**src/rtl/dmem_arbiter.sv**
```systemverilog
// Data-memory port arbiter: the MEM stage and the host share one SRAM port.
// The CPU wins by default; a starvation counter bounds how long the host can wait.
module dmem_arbiter #(
    parameter int ADDR_W     = 64,
    parameter int DATA_W     = 64,
    parameter int STARVE_MAX = 4
) (
    input  logic              clk,
    input  logic              arst_n,
    input  logic              cpu_req,
    input  logic              cpu_wen,
    input  logic [ADDR_W-1:0] cpu_addr,
    input  logic [DATA_W-1:0] cpu_wdata,
    output logic              cpu_stall,
    output logic [DATA_W-1:0] cpu_rdata,
    output logic              cpu_rvalid,
    input  logic              ext_req,
    input  logic              ext_wen,
    input  logic [ADDR_W-1:0] ext_addr,
    input  logic [DATA_W-1:0] ext_wdata,
    output logic              ext_gnt,
    output logic [DATA_W-1:0] ext_rdata,
    output logic              ext_rvalid,
    output logic [ADDR_W-1:0] mem_addr,
    output logic [DATA_W-1:0] mem_wdata,
    output logic              mem_wen,
    output logic              mem_ren,
    input  logic [DATA_W-1:0] mem_rdata
);

    typedef enum logic [1:0] {
        OWN_NONE = 2'd0,
        OWN_CPU  = 2'd1,
        OWN_EXT  = 2'd2
    } owner_t;

    localparam logic [3:0] LP_MAX = 4'(STARVE_MAX);

    logic [3:0] r_wait_cnt;
    owner_t     r_rd_owner;
    owner_t     w_owner_nxt;
    logic       w_host_pri;
    logic       w_ext_gnt;
    logic       w_cpu_gnt;

    assign w_host_pri = ext_req && (r_wait_cnt == LP_MAX);
    assign w_ext_gnt  = ext_req && (!cpu_req || w_host_pri);
    assign w_cpu_gnt  = cpu_req && !w_ext_gnt;

    assign cpu_stall  = cpu_req && w_ext_gnt;
    assign ext_gnt    = w_ext_gnt;

    // Route the granted requester onto the SRAM port; idle drives zeros
    always_comb begin
        mem_addr  = '0;
        mem_wdata = '0;
        mem_wen   = 1'b0;
        mem_ren   = 1'b0;
        if (w_ext_gnt) begin
            mem_addr  = ext_addr;
            mem_wdata = ext_wdata;
            mem_wen   = ext_wen;
            mem_ren   = !ext_wen;
        end else if (w_cpu_gnt) begin
            mem_addr  = cpu_addr;
            mem_wdata = cpu_wdata;
            mem_wen   = cpu_wen;
            mem_ren   = !cpu_wen;
        end
    end

    // Tag the read issued this cycle with its requester
    always_comb begin
        w_owner_nxt = OWN_NONE;
        if (w_ext_gnt && !ext_wen) begin
            w_owner_nxt = OWN_EXT;
        end else if (w_cpu_gnt && !cpu_wen) begin
            w_owner_nxt = OWN_CPU;
        end
    end

    // Count consecutive denied host cycles, saturating at the threshold
    always_ff @(posedge clk or negedge arst_n) begin
        if (!arst_n) begin
            r_wait_cnt <= 4'd0;
        end else if (!ext_req || w_ext_gnt) begin
            r_wait_cnt <= 4'd0;
        end else if (r_wait_cnt != LP_MAX) begin
            r_wait_cnt <= r_wait_cnt + 4'd1;
        end
    end

    // Remember who owns the SRAM data returning next cycle
    always_ff @(posedge clk or negedge arst_n) begin
        if (!arst_n) begin
            r_rd_owner <= OWN_NONE;
        end else begin
            r_rd_owner <= w_owner_nxt;
        end
    end

    assign cpu_rvalid = (r_rd_owner == OWN_CPU);
    assign ext_rvalid = (r_rd_owner == OWN_EXT);
    assign cpu_rdata  = cpu_rvalid ? mem_rdata : '0;
    assign ext_rdata  = ext_rvalid ? mem_rdata : '0;

endmodule

```
**config.mk**
```make
export PLATFORM = sky130hd
export DESIGN_NAME = dmem_arbiter
export DESIGN_NICKNAME = d
export VERILOG_FILES = /design/src/rtl/dmem_arbiter.sv
export SDC_FILE = /design/constraint.sdc
export NUM_CORES = 1
export LEC_CHECK = 0
export BUFFER_PORTS_ARGS = -buffer_cell sky130_fd_sc_hd__buf_2
export CAP_MARGIN = 0
export CORE_AREA = 8 8 220 222
export DETAILED_ROUTE_END_ITERATION = 6
export DIE_AREA = 0 0 228 230
export PLACE_DENSITY = 0.4
export SYNTH_ARGS = -nofsm -noshare
export SYNTH_HDL_FRONTEND = slang
export SYNTH_SLANG_ARGS = --single-unit
```
**constraint.sdc**
```tcl
create_clock -name clk -period 1.82 [get_ports clk]
set_input_delay 0.364 -clock clk [delete_from_list [all_inputs] [get_ports clk]]
set_output_delay 0.364 -clock clk [all_outputs]
set_load 0.05 [all_outputs]
```
==> impl_metrics.env, run 1 <==
export IMPL_fmax_mhz=449.2
export IMPL_synth_nets=945
export IMPL_cp_end_kind="primary output"
export IMPL_p_int_uw=1858
export IMPL_swShare_pct=54.56
export IMPL_synthCells=617
export IMPL_n_fill_cell=4851
export IMPL_synth_cell_type_count=20
export IMPL_vias_per_cell=3.878
export IMPL_failed_checks="negative setup slack"
export IMPL_crit_chain="inv_2 > ha_4 > nand4b_4 > and2_4 > buf_12 > buf_6 > o21ai_2 > buf_4 > buf_12"
export IMPL_seqPwrFrac_pct=3.5
export IMPL_rsz0062_at_grt="true"
export IMPL_vdd_drop_max_mv=0.2593
export IMPL_setup_violations=166
export IMPL_power_switching_uw=2232
export IMPL_tightest_slew_ps=384.2
export IMPL_r2r_cells=7
export IMPL_drtAntennaViolNets=0
export IMPL_fin_ws_ps=-406.4
export IMPL_clk_path_buf_depth=2
export IMPL_crit_buf_inv=5
export IMPL_overflow=0
export IMPL_crit_fanout=12
export IMPL_first_pass_iters=4
export IMPL_synthDominantCellAreaShare_pct=24.87
export IMPL_num_vias=7078
export IMPL_synthAdderAreaFrac_pct=0.7713
export IMPL_reg2reg_slack_ps=290
export IMPL_final_max_slew_violation_count=0
export IMPL_h_tree_depth=1
export IMPL_wl_per_cell_um=21.09
export IMPL_netlist_area_um2=3244
export IMPL_grt_pass1_wl_um=50350
export IMPL_cpPeakStageDelay_ps=380
export IMPL_status="finished, violations left"
export IMPL_cpMostUsedCell="buf_12"
export IMPL_clockRootBuffer="clkbuf_16"
export IMPL_fp_dieW_um=228
export IMPL_cts_tree="yes"
export IMPL_fin_cells=1825
export IMPL_ys_dominant_reg_cell="dfrtp_1"
export IMPL_fin_crit_ps=2226
export IMPL_ios=588
export IMPL_startpoint_type="flop"
export IMPL_io_buffer_count=587
export IMPL_clk_latency_ps=230
export IMPL_worstHoldStart="cpu_wen"
export IMPL_first_global_vias=7522
export IMPL_grt_max_degree=45
export IMPL_clkPwrFrac_pct=8.8
export IMPL_totalWireLength_um=38490
export IMPL_drc=0
export IMPL_postLayoutCoreUtil_pct=24.65
export IMPL_yosysTopAreaCell="and2_1"
export IMPL_grtUsageTotal_pct=12.51
export IMPL_gp_congestion=0.8144
export IMPL_cts_buffers=3
export IMPL_multi_input_area_um2=3983
export IMPL_holdPathStages=2
export IMPL_synth_simple_area_share_pct=62.59
export IMPL_tns_ps=-44450
export IMPL_core_um2=44890
export IMPL_clk_pin_slew_ps=40
export IMPL_slowest_stage="dfrtp_1"
export IMPL_min_delay_worst_endpoint="r_rd_owner[0]"
export IMPL_yosys_warnings=0
export IMPL_path_class="reg2out"
export IMPL_drt_iter0_drc=208
export IMPL_required_ps=1460
export IMPL_area_growth_pct=241.0
export IMPL_place_ws_ps=-286.8
export IMPL_dp_cells=1790
export IMPL_combPwrFrac_pct=87.7
export IMPL_yosysMostFrequentCell="nand3_1"
export IMPL_synth_top_family_by_area="simple AND/OR/NAND/NOR gates"
export IMPL_rows=78
export IMPL_synth_edf_count=0
export IMPL_cp_top_family="buffers and inverters"
export IMPL_start_util_pct=7.227
export IMPL_ys_ff_latch=6
export IMPL_synth_common_cells="nand3_1 (131), nand2_1 (130), and2_1 (129), o21ai_1 (129), clkbuf_1 (57)"
export IMPL_cts_sinks=6
export IMPL_drive_above_1_share_pct=72.12
export IMPL_timing_final_crit_share_pct=122.3
export IMPL_ys_async_sr_fraction_pct=100.0
export IMPL_synth_xor_area_share_pct=0.5399
export IMPL_antenna_found_initial=21
export IMPL_hold_violations=0
export IMPL_fp_dieH_um=230
export IMPL_relSlewSlack_pct=74.38
export IMPL_dieArea_um2=52440
export IMPL_leakagePower_uw=0.005274
export IMPL_rr_endpoint="r_wait_cnt[1]"
export IMPL_worst_clock_skew_ps=2.618
export IMPL_synth_area_mux_share_pct=0.3085
export IMPL_hold_path_class="in2reg"
export IMPL_dpl_hpwl_um=29440
export IMPL_layout_nets=1553
export IMPL_synthTopCellsByArea="and2_1 (25%), nand3_1 (20%), o21ai_1 (20%)"
export IMPL_path_depth=9
export IMPL_yosysSeqAreaShare_pct=4.628
export IMPL_syn_area_per_cell_um2=5.258
export IMPL_synth_compound_area_share_pct=19.90
export IMPL_worstPathArrival_ps=1860
export IMPL_seqCellArea_um2=150.1
export IMPL_p_per_area_nw_per_um2=369.6
export IMPL_drv_cap=0
export IMPL_worstReg2RegStart="r_wait_cnt[0]"
==> layer usage <==
metal	vias up	share of wire, %	GRT usage (%)	wire length (um)
met5	-	0.16	0	61
met4	8	4.4	4.231	1708
met3	88	7.4	4.112	2829
met2	448	52	23.18	20110
met1	3252	36	13.17	13780
li1	3282	-	-	-
==> logic make-up after synthesis <==
group / count (synthesis)
and+or+nand+nor: 402
AOI/OAI and AO/OA: 129
buffers and inverters: 75
DFF: 6
xor gates and xnor gates: 2
adders and majority gates: 2
muxes: 1
==> metrics by stage <==
step           hold slack [ps]  cell area, um2  power (uW)
6_report                 380.5           11060        4090
2_1_floorplan            68.41            3780        1896
3_5_place_dp             204.5            8120        2958
5_1_grt                  389.9           11060        4263
4_1_cts                  381.8            9682        3801
3_3_place_gp             201.4            8120        2954
==> cell type report <==
cell class,count,area share [%]
Timing Repair Buffer,675,55.04
Multi-Input combinational cell,536,35.99
Tap cell,600,6.785
Sequential cell,6,1.357
Clock buffer,3,0.6785
Inverter,3,0.1018
Antenna cell,2,0.04523
==> worst max-delay path by stage <==
stage | slack (ps) | endpoint | from
after floorplan | -460 | mem_addr[37] | r_wait_cnt[0]
after global placement | -320 | mem_wdata[13] | r_wait_cnt[1]
after detailed placement | -290 | mem_wdata[37] | r_wait_cnt[1]
after CTS | -470 | mem_addr[0] | r_wait_cnt[1]
after global routing | -470 | mem_wen | r_wait_cnt[0]
final | -410 | mem_wdata[2] | r_wait_cnt[0]
==> power groups by stage <==
| stage | Clock, uW | Sequential, uW | Combinational [uW] |
|---|---|---|---|
| finish | 360 | 142 | 3590 |
| global route | 375 | 142 | 3750 |
| CTS | 367 | 142 | 3290 |
| detailed placement | 0 | 142 | 2820 |
| global placement | 0 | 142 | 2810 |
| floorplan | 0 | 142 | 1750 |
==> worst reg2reg max path: stages (launching register included) <==
cell      delay (ps)
dfrtp_1          380
inv_2             70
ha_4             130
nand4b_4         110
and2_4           230
buf_12           170
buf_12           160
and3_1           170
==> layout by cell type, fill, tap and decap left out, drive strengths merged <==
cell type	instances
buf	658
diode	2
nor2	6
ha	2
nand2b	1
o21ai	129
xnor2	1
dlygate4sd3	1
mux2i	1
nand4b	1
and3	1
nand3	131
nand2	130
xor2	1
and2	130
nor2b	2
inv	3
clkbuf	19
dfrtp	6
==> what timing repair did <==
action	CTS	global route
gates resized for setup	384	397
hold endpoints to repair	6	0
setup buffers	6	6
gates cloned	6	13
setup endpoints to repair	151	260
pin swaps	15	39
hold buffers	1	0
==> flip-flops by register name, indices dropped and copies added, names as in the netlist <==
| register | cells |
|---|---|
| r_wait_cnt | 4 |
| r_rd_owner | 2 |
Note: power is estimated with default switching activity, not from simulation.
==> run 2: changes to the inputs <==
--- a/config.mk
+++ b/config.mk
@@ -10,7 +10,6 @@
 export CORE_AREA = 8 8 220 222
 export DETAILED_ROUTE_END_ITERATION = 6
 export DIE_AREA = 0 0 228 230
-export PLACE_DENSITY = 0.4
 export SYNTH_ARGS = -nofsm -noshare
 export SYNTH_HDL_FRONTEND = slang
 export SYNTH_SLANG_ARGS = --single-unit
==> impl_metrics.env, run 2 (synthesized netlist as in run 1, its figures left out) <==
export IMPL_clk_latency_ps=230
export IMPL_fin_ws_ps=-400.2
export IMPL_overflow=0
export IMPL_n_fill_cell=4786
export IMPL_final_common_cell="buf_2"
export IMPL_worstPathArrival_ps=1860
export IMPL_cts_sinks=6
export IMPL_fin_total_pwr_uw=4080
export IMPL_num_vias=7043
export IMPL_cts_buffers=3
export IMPL_p_per_area_nw_per_um2=375.1
export IMPL_grt_pass1_wl_um=46360
export IMPL_tns_ps=-48440
export IMPL_first_global_vias=6975
export IMPL_fmax_mhz=450.4
export IMPL_tightest_slew_ps=325.0
export IMPL_reg2reg_slack_ps=260
export IMPL_clk_pin_slew_ps=40
export IMPL_leakagePower_uw=0.005210
export IMPL_fp_dieH_um=230
export IMPL_setup_violations=211
export IMPL_wl_per_cell_um=21.08
export IMPL_relSlewSlack_pct=78.34
export IMPL_final_max_slew_violation_count=0
export IMPL_clk_path_buf_depth=2
export IMPL_reg_top3="r_wait_cnt x4, r_rd_owner x2"
export IMPL_cts_tree="yes"
export IMPL_hold_path_class="in2reg"
export IMPL_clockRootBuffer="clkbuf_16"
export IMPL_antenna_found_initial=16
export IMPL_ios=588
export IMPL_gp_congestion=0.8377
export IMPL_start_util_pct=7.227
export IMPL_final_cell_mix="buf_2 (326), buf_6 (140), nand3_1 (131)"
export IMPL_fin_area_um2=10880
export IMPL_worst_clock_skew_ps=1.155
export IMPL_cp_end_kind="primary output"
export IMPL_core_um2=44890
export IMPL_fp_dieW_um=228
export IMPL_postLayoutCoreUtil_pct=24.23
export IMPL_path_class="reg2out"
export IMPL_required_ps=1460
export IMPL_timing_final_crit_share_pct=122.0
export IMPL_h_tree_depth=1
export IMPL_largest_reg_flops=4
export IMPL_fin_crit_ps=2220
export IMPL_io_buffer_count=587
export IMPL_drc=0
export IMPL_crit_fanout=19
export IMPL_hold_violations=0
export IMPL_area_growth_pct=235.3
export IMPL_totalWireLength_um=38390
export IMPL_drtAntennaViolNets=0
export IMPL_drv_cap=0
export IMPL_first_pass_iters=4
export IMPL_top_register="r_wait_cnt"
export IMPL_vias_per_cell=3.868
export IMPL_rsz0062_at_grt="true"
export IMPL_place_area_um2=7968
export IMPL_dpl_hpwl_um=28520
export IMPL_seqCellArea_um2=150.1
export IMPL_dieArea_um2=52440
export IMPL_grt_max_degree=66
export IMPL_vdd_drop_max_mv=0.2626
export IMPL_rows=78
export IMPL_drt_iter0_drc=260
export IMPL_layout_nets=1548
export IMPL_drive_above_1_share_pct=72.25
export IMPL_grtUsageTotal_pct=11.58
export IMPL_status="finished, violations left"
export IMPL_failed_checks="negative setup slack"
export IMPL_startpoint_type="flop"
export IMPL_multi_input_area_um2=3910
==> run 2: cell count changes in the layout (fill, tap and decap cells not counted), moves of 9 or more <==
cell     before  now
buf_4        82   68
buf_8        65   78
and2_1       68   55
buf_12       44   34
and2_4       61   76
nand3_1     122  131
nand3_2       9    0
o21ai_2      54   64
o21ai_4      71   60
==> run 2: power by group <==
| group | switching [uW] | total, uW | internal, uW |
|---|---|---|---|
| combinational | 2150 | 3570 | 1430 |
| clock | 81.2 | 364 | 283 |
| sequential | 3.67 | 142 | 138 |
| total | 2230 | 4080 | 1850 |
==> run 2: path summary, 6_finish.rpt <==
path,start,end,cells after the start
worst min-delay path,cpu_wen,r_rd_owner[0],2
worst min register to register,r_wait_cnt[0],r_wait_cnt[0],2
max in group asynchronous,arst_n,r_wait_cnt[1],2
min in group asynchronous,arst_n,r_rd_owner[0],2
worst max register to register,r_wait_cnt[0],r_rd_owner[1],6
worst max-delay path,r_wait_cnt[0],mem_addr[44],7
==> run 2: cell type report <==
type                            count  area share [%]
Antenna cell                        3         0.06901
Clock buffer                        3          0.6901
Inverter                            3          0.1035
Multi-Input combinational cell    538           35.94
Sequential cell                     6           1.380
Tap cell                          600           6.901
Timing Repair Buffer              668           54.91
==> run 2: stage by stage <==
step | hold WS [ps] | setup slack [ps] | std cells
2_1_floorplan | 68.41 | -458.4 | 617
3_3_place_gp | 219.1 | -252.8 | 1784
3_5_place_dp | 217.5 | -224.0 | 1784
4_1_cts | 417.8 | -422.3 | 1790
5_1_grt | 412.1 | -451.1 | 1819
6_report | 413.1 | -400.2 | 1821
==> run 2: worst max-delay path, cell delays in order (launching register included) <==
cell,delay (ps)
dfrtp_1,380
inv_2,70
ha_4,130
nand4b_4,190
and2_4,260
buf_16,200
o21ai_2,190
buf_6,180
==> run 2: per-layer routing <==
layer | vias up | share of wire (%) | GRT usage [%] | routed length, um
met2 | 474 | 54 | 22.11 | 20640
met4 | 10 | 3.6 | 2.948 | 1379
met5 | - | 0.16 | 0 | 60
li1 | 3266 | - | - | -
met1 | 3215 | 34 | 11.50 | 13210
met3 | 78 | 8.1 | 4.654 | 3095
==> run 2: timing repair <==
action                     in CTS  in global routing
setup endpoints to repair     188                258
gates cloned                    2                 20
pin swaps                      10                 58
hold endpoints to repair        6                  0
resized for setup             254                552
hold buffers                    1                  0
buffers inserted                0                  8
==> run 3: changes to the inputs <==
--- a/config.mk
+++ b/config.mk
@@ -5,11 +5,13 @@
 export SDC_FILE = /design/constraint.sdc
 export NUM_CORES = 1
 export LEC_CHECK = 0
+export ABC_AREA = 1
 export BUFFER_PORTS_ARGS = -buffer_cell sky130_fd_sc_hd__buf_2
 export CAP_MARGIN = 0
-export CORE_AREA = 8 8 220 222
+export CORE_AREA = 2 2 231 233
 export DETAILED_ROUTE_END_ITERATION = 6
-export DIE_AREA = 0 0 228 230
+export DIE_AREA = 0 0 233 235
+export GPL_ROUTABILITY_DRIVEN = 0
 export SYNTH_ARGS = -nofsm -noshare
 export SYNTH_HDL_FRONTEND = slang
 export SYNTH_SLANG_ARGS = --single-unit
==> impl_metrics.env, run 3 <==
export IMPL_drc=0
export IMPL_yosysTopAreaCell="nand3_1"
export IMPL_fp_dieW_um=233
export IMPL_synthCells=692
export IMPL_core_um2=52240
export IMPL_fp_dieH_um=235
export IMPL_drt_iter0_drc=285
export IMPL_hold_path_class="in2async"
export IMPL_worstPathArrival_ps=1840
export IMPL_ios=588
export IMPL_hold_violations=0
export IMPL_final_max_slew_violation_count=0
export IMPL_yosysMostFrequentCell="nand3_1"
export IMPL_wl_met1_um=11810
export IMPL_synth_cell_type_count=17
export IMPL_cts_sinks=6
export IMPL_cts_buffers=3
export IMPL_tightest_slew_ps=320.6
export IMPL_relSlewSlack_pct=78.78
export IMPL_clk_pin_slew_ps=30
export IMPL_layout_nets=1629
export IMPL_fin_ws_ps=-379.8
export IMPL_required_ps=1460
export IMPL_worstReg2RegStart="r_wait_cnt[0]"
export IMPL_clkPwrFrac_pct=9.0
export IMPL_h_tree_depth=1
export IMPL_whs_ps=507.7
export IMPL_synthDominantCellAreaShare_pct=40.66
export IMPL_p_per_area_nw_per_um2=379.0
export IMPL_timing_final_crit_share_pct=120.9
export IMPL_vias_per_cell=3.579
export IMPL_tns_ps=-37730
export IMPL_first_pass_iters=5
export IMPL_cts_tree="yes"
export IMPL_path_class="reg2out"
export IMPL_r2r_cells=11
export IMPL_met2WireLength_um=17090
export IMPL_power_switching_uw=2164
export IMPL_synthTopCellsByArea="nand3_1 (41%), nand2_1 (16%), nor2_1 (16%)"
export IMPL_combPwrFrac_pct=87.4
export IMPL_place_ws_ps=-199.2
export IMPL_clk_latency_ps=230
export IMPL_swShare_pct=55.16
export IMPL_routed_top_layer="met5"
export IMPL_grt_max_degree=45
export IMPL_leakagePower_uw=0.005466
export IMPL_dpl_hpwl_um=27370
export IMPL_reg_top3="r_wait_cnt x4, r_rd_owner x2"
export IMPL_grt_pass1_wl_um=43310
export IMPL_fmax_mhz=454.6
export IMPL_largest_reg_flops=4
export IMPL_startpoint_type="flop"
export IMPL_final_cell_mix="buf_2 (343), nand3_1 (230), buf_4 (117)"
export IMPL_fin_area_um2=10350
export IMPL_rr_endpoint="r_rd_owner[1]"
export IMPL_num_vias=7132
export IMPL_area_growth_pct=223.4
export IMPL_netlist_area_um2=3201
export IMPL_final_common_cell="buf_2"
export IMPL_cp_end_kind="primary output"
export IMPL_overflow=0
export IMPL_fin_crit_ps=2200
export IMPL_synth_edf_count=0
export IMPL_seqPwrFrac_pct=3.6
export IMPL_synth_nets=1020
export IMPL_reg2reg_slack_ps=310
export IMPL_worst_clock_skew_ps=0.1736
export IMPL_ys_ff_latch=6
export IMPL_setup_violations=132
export IMPL_vdd_drop_max_mv=0.1866
export IMPL_syn_area_per_cell_um2=4.625
export IMPL_rows=84
export IMPL_wl_per_cell_um=16.69
export IMPL_status="finished, violations left"
export IMPL_start_util_pct=6.127
export IMPL_yosysSeqAreaShare_pct=4.691
export IMPL_grtUsageTotal_pct=10.79
export IMPL_ys_dominant_reg_cell="dfrtp_1"
export IMPL_yosys_warnings=0
export IMPL_io_buffer_count=587
export IMPL_synth_common_cells="nand3_1 (260), nand2_1 (135), nor2_1 (134)"
export IMPL_dieArea_um2=54760
export IMPL_crit_fanout=11
export IMPL_wl_met3_um=3006
export IMPL_antenna_found_initial=18
export IMPL_clockRootBuffer="clkbuf_16"
export IMPL_top_register="r_wait_cnt"
export IMPL_place_area_um2=8389
export IMPL_ys_async_sr_fraction_pct=100.0
export IMPL_drive_above_1_share_pct=72.52
export IMPL_first_global_vias=6672
export IMPL_failed_checks="negative setup slack"
export IMPL_p_int_uw=1759
export IMPL_clk_path_buf_depth=2
export IMPL_drv_cap=0
export IMPL_postLayoutCoreUtil_pct=19.81
export IMPL_rsz0062_at_grt="true"
export IMPL_totalWireLength_um=33260
export IMPL_drtAntennaViolNets=0
-- run 3: area by class of cell --
class                   instances  area [um2]
diodes                          6       15.01
clock buffers                   3       75.07
fillers                      5868       41890
inverters                      79       304.0
multi-input cells             536        3244
flip-flops and latches          6       151.4
well taps                     688       860.8
repair buffers                675        5699
-- run 3: kinds of logic (layout without fill, tap and decap cells) --
| kind of cell | count (synthesis) | after routing | synth area share [%] |
|---|---|---|---|
| other | 0 | 6 | 0 |
| adders and majority gates | 2 | 2 | 0.7817 |
| buffers and inverters | 150 | 757 | 21.19 |
| DFF | 6 | 6 | 4.691 |
| xor gates and xnor gates | 2 | 2 | 0.5474 |
| and+or+nand+nor | 532 | 532 | 72.79 |
-- run 3: power by group through the flow --
stage                     registers [uW]  clock network, uW  logic, uW
after CTS                            142                361       3260
after floorplan                      143                  0       1750
after global placement               143                  0       2850
after global routing                 142                364       3600
final                                142                354       3430
after detailed placement             143                  0       2850
-- run 3: per-stage QoR --
step,power [uW],instances
2_1_floorplan,1892,692
3_3_place_gp,2992,1973
3_5_place_dp,2993,1973
4_1_cts,3761,1982
5_1_grt,4106,1992
6_report,3923,1993
-- run 3: what timing repair did --
item                       CTS  global route
setup endpoints to repair  222           233
gates cloned                 2             2
pin swaps                    4            12
gates resized for setup    343           206
buffers inserted             3             3
hold buffers                 1             0
hold endpoints to repair     6             0
-- run 3: worst max-delay path by stage --
stage | start | end | slack, ps | cells past startpoint
final | r_wait_cnt[0] | mem_addr[36] | -380 | 11
after global routing | r_wait_cnt[0] | mem_addr[36] | -440 | 11
after CTS | r_wait_cnt[0] | mem_addr[46] | -350 | 10
after detailed placement | r_wait_cnt[0] | mem_wdata[33] | -200 | 11
after global placement | r_wait_cnt[0] | mem_wdata[12] | -180 | 11
after floorplan | r_rd_owner[0] | ext_rdata[13] | -140 | 4
-- run 3: worst max-delay path, stage by stage (launching register included) --
cell and delay [ps]:
dfrtp_1 370, inv_1 60, ha_2 160, nand2_2 50
inv_2 60, nand2_4 80, nand2_8 110, buf_12 160
buf_4 150, nand3_1 120, nand2_2 120, buf_8 150
-- run 3: layer usage --
metal	vias up	GRT usage (%)
li1	3418	-
met1	3177	11.78
met2	465	20.33
met3	66	2.379
met4	6	3.474
met5	-	0
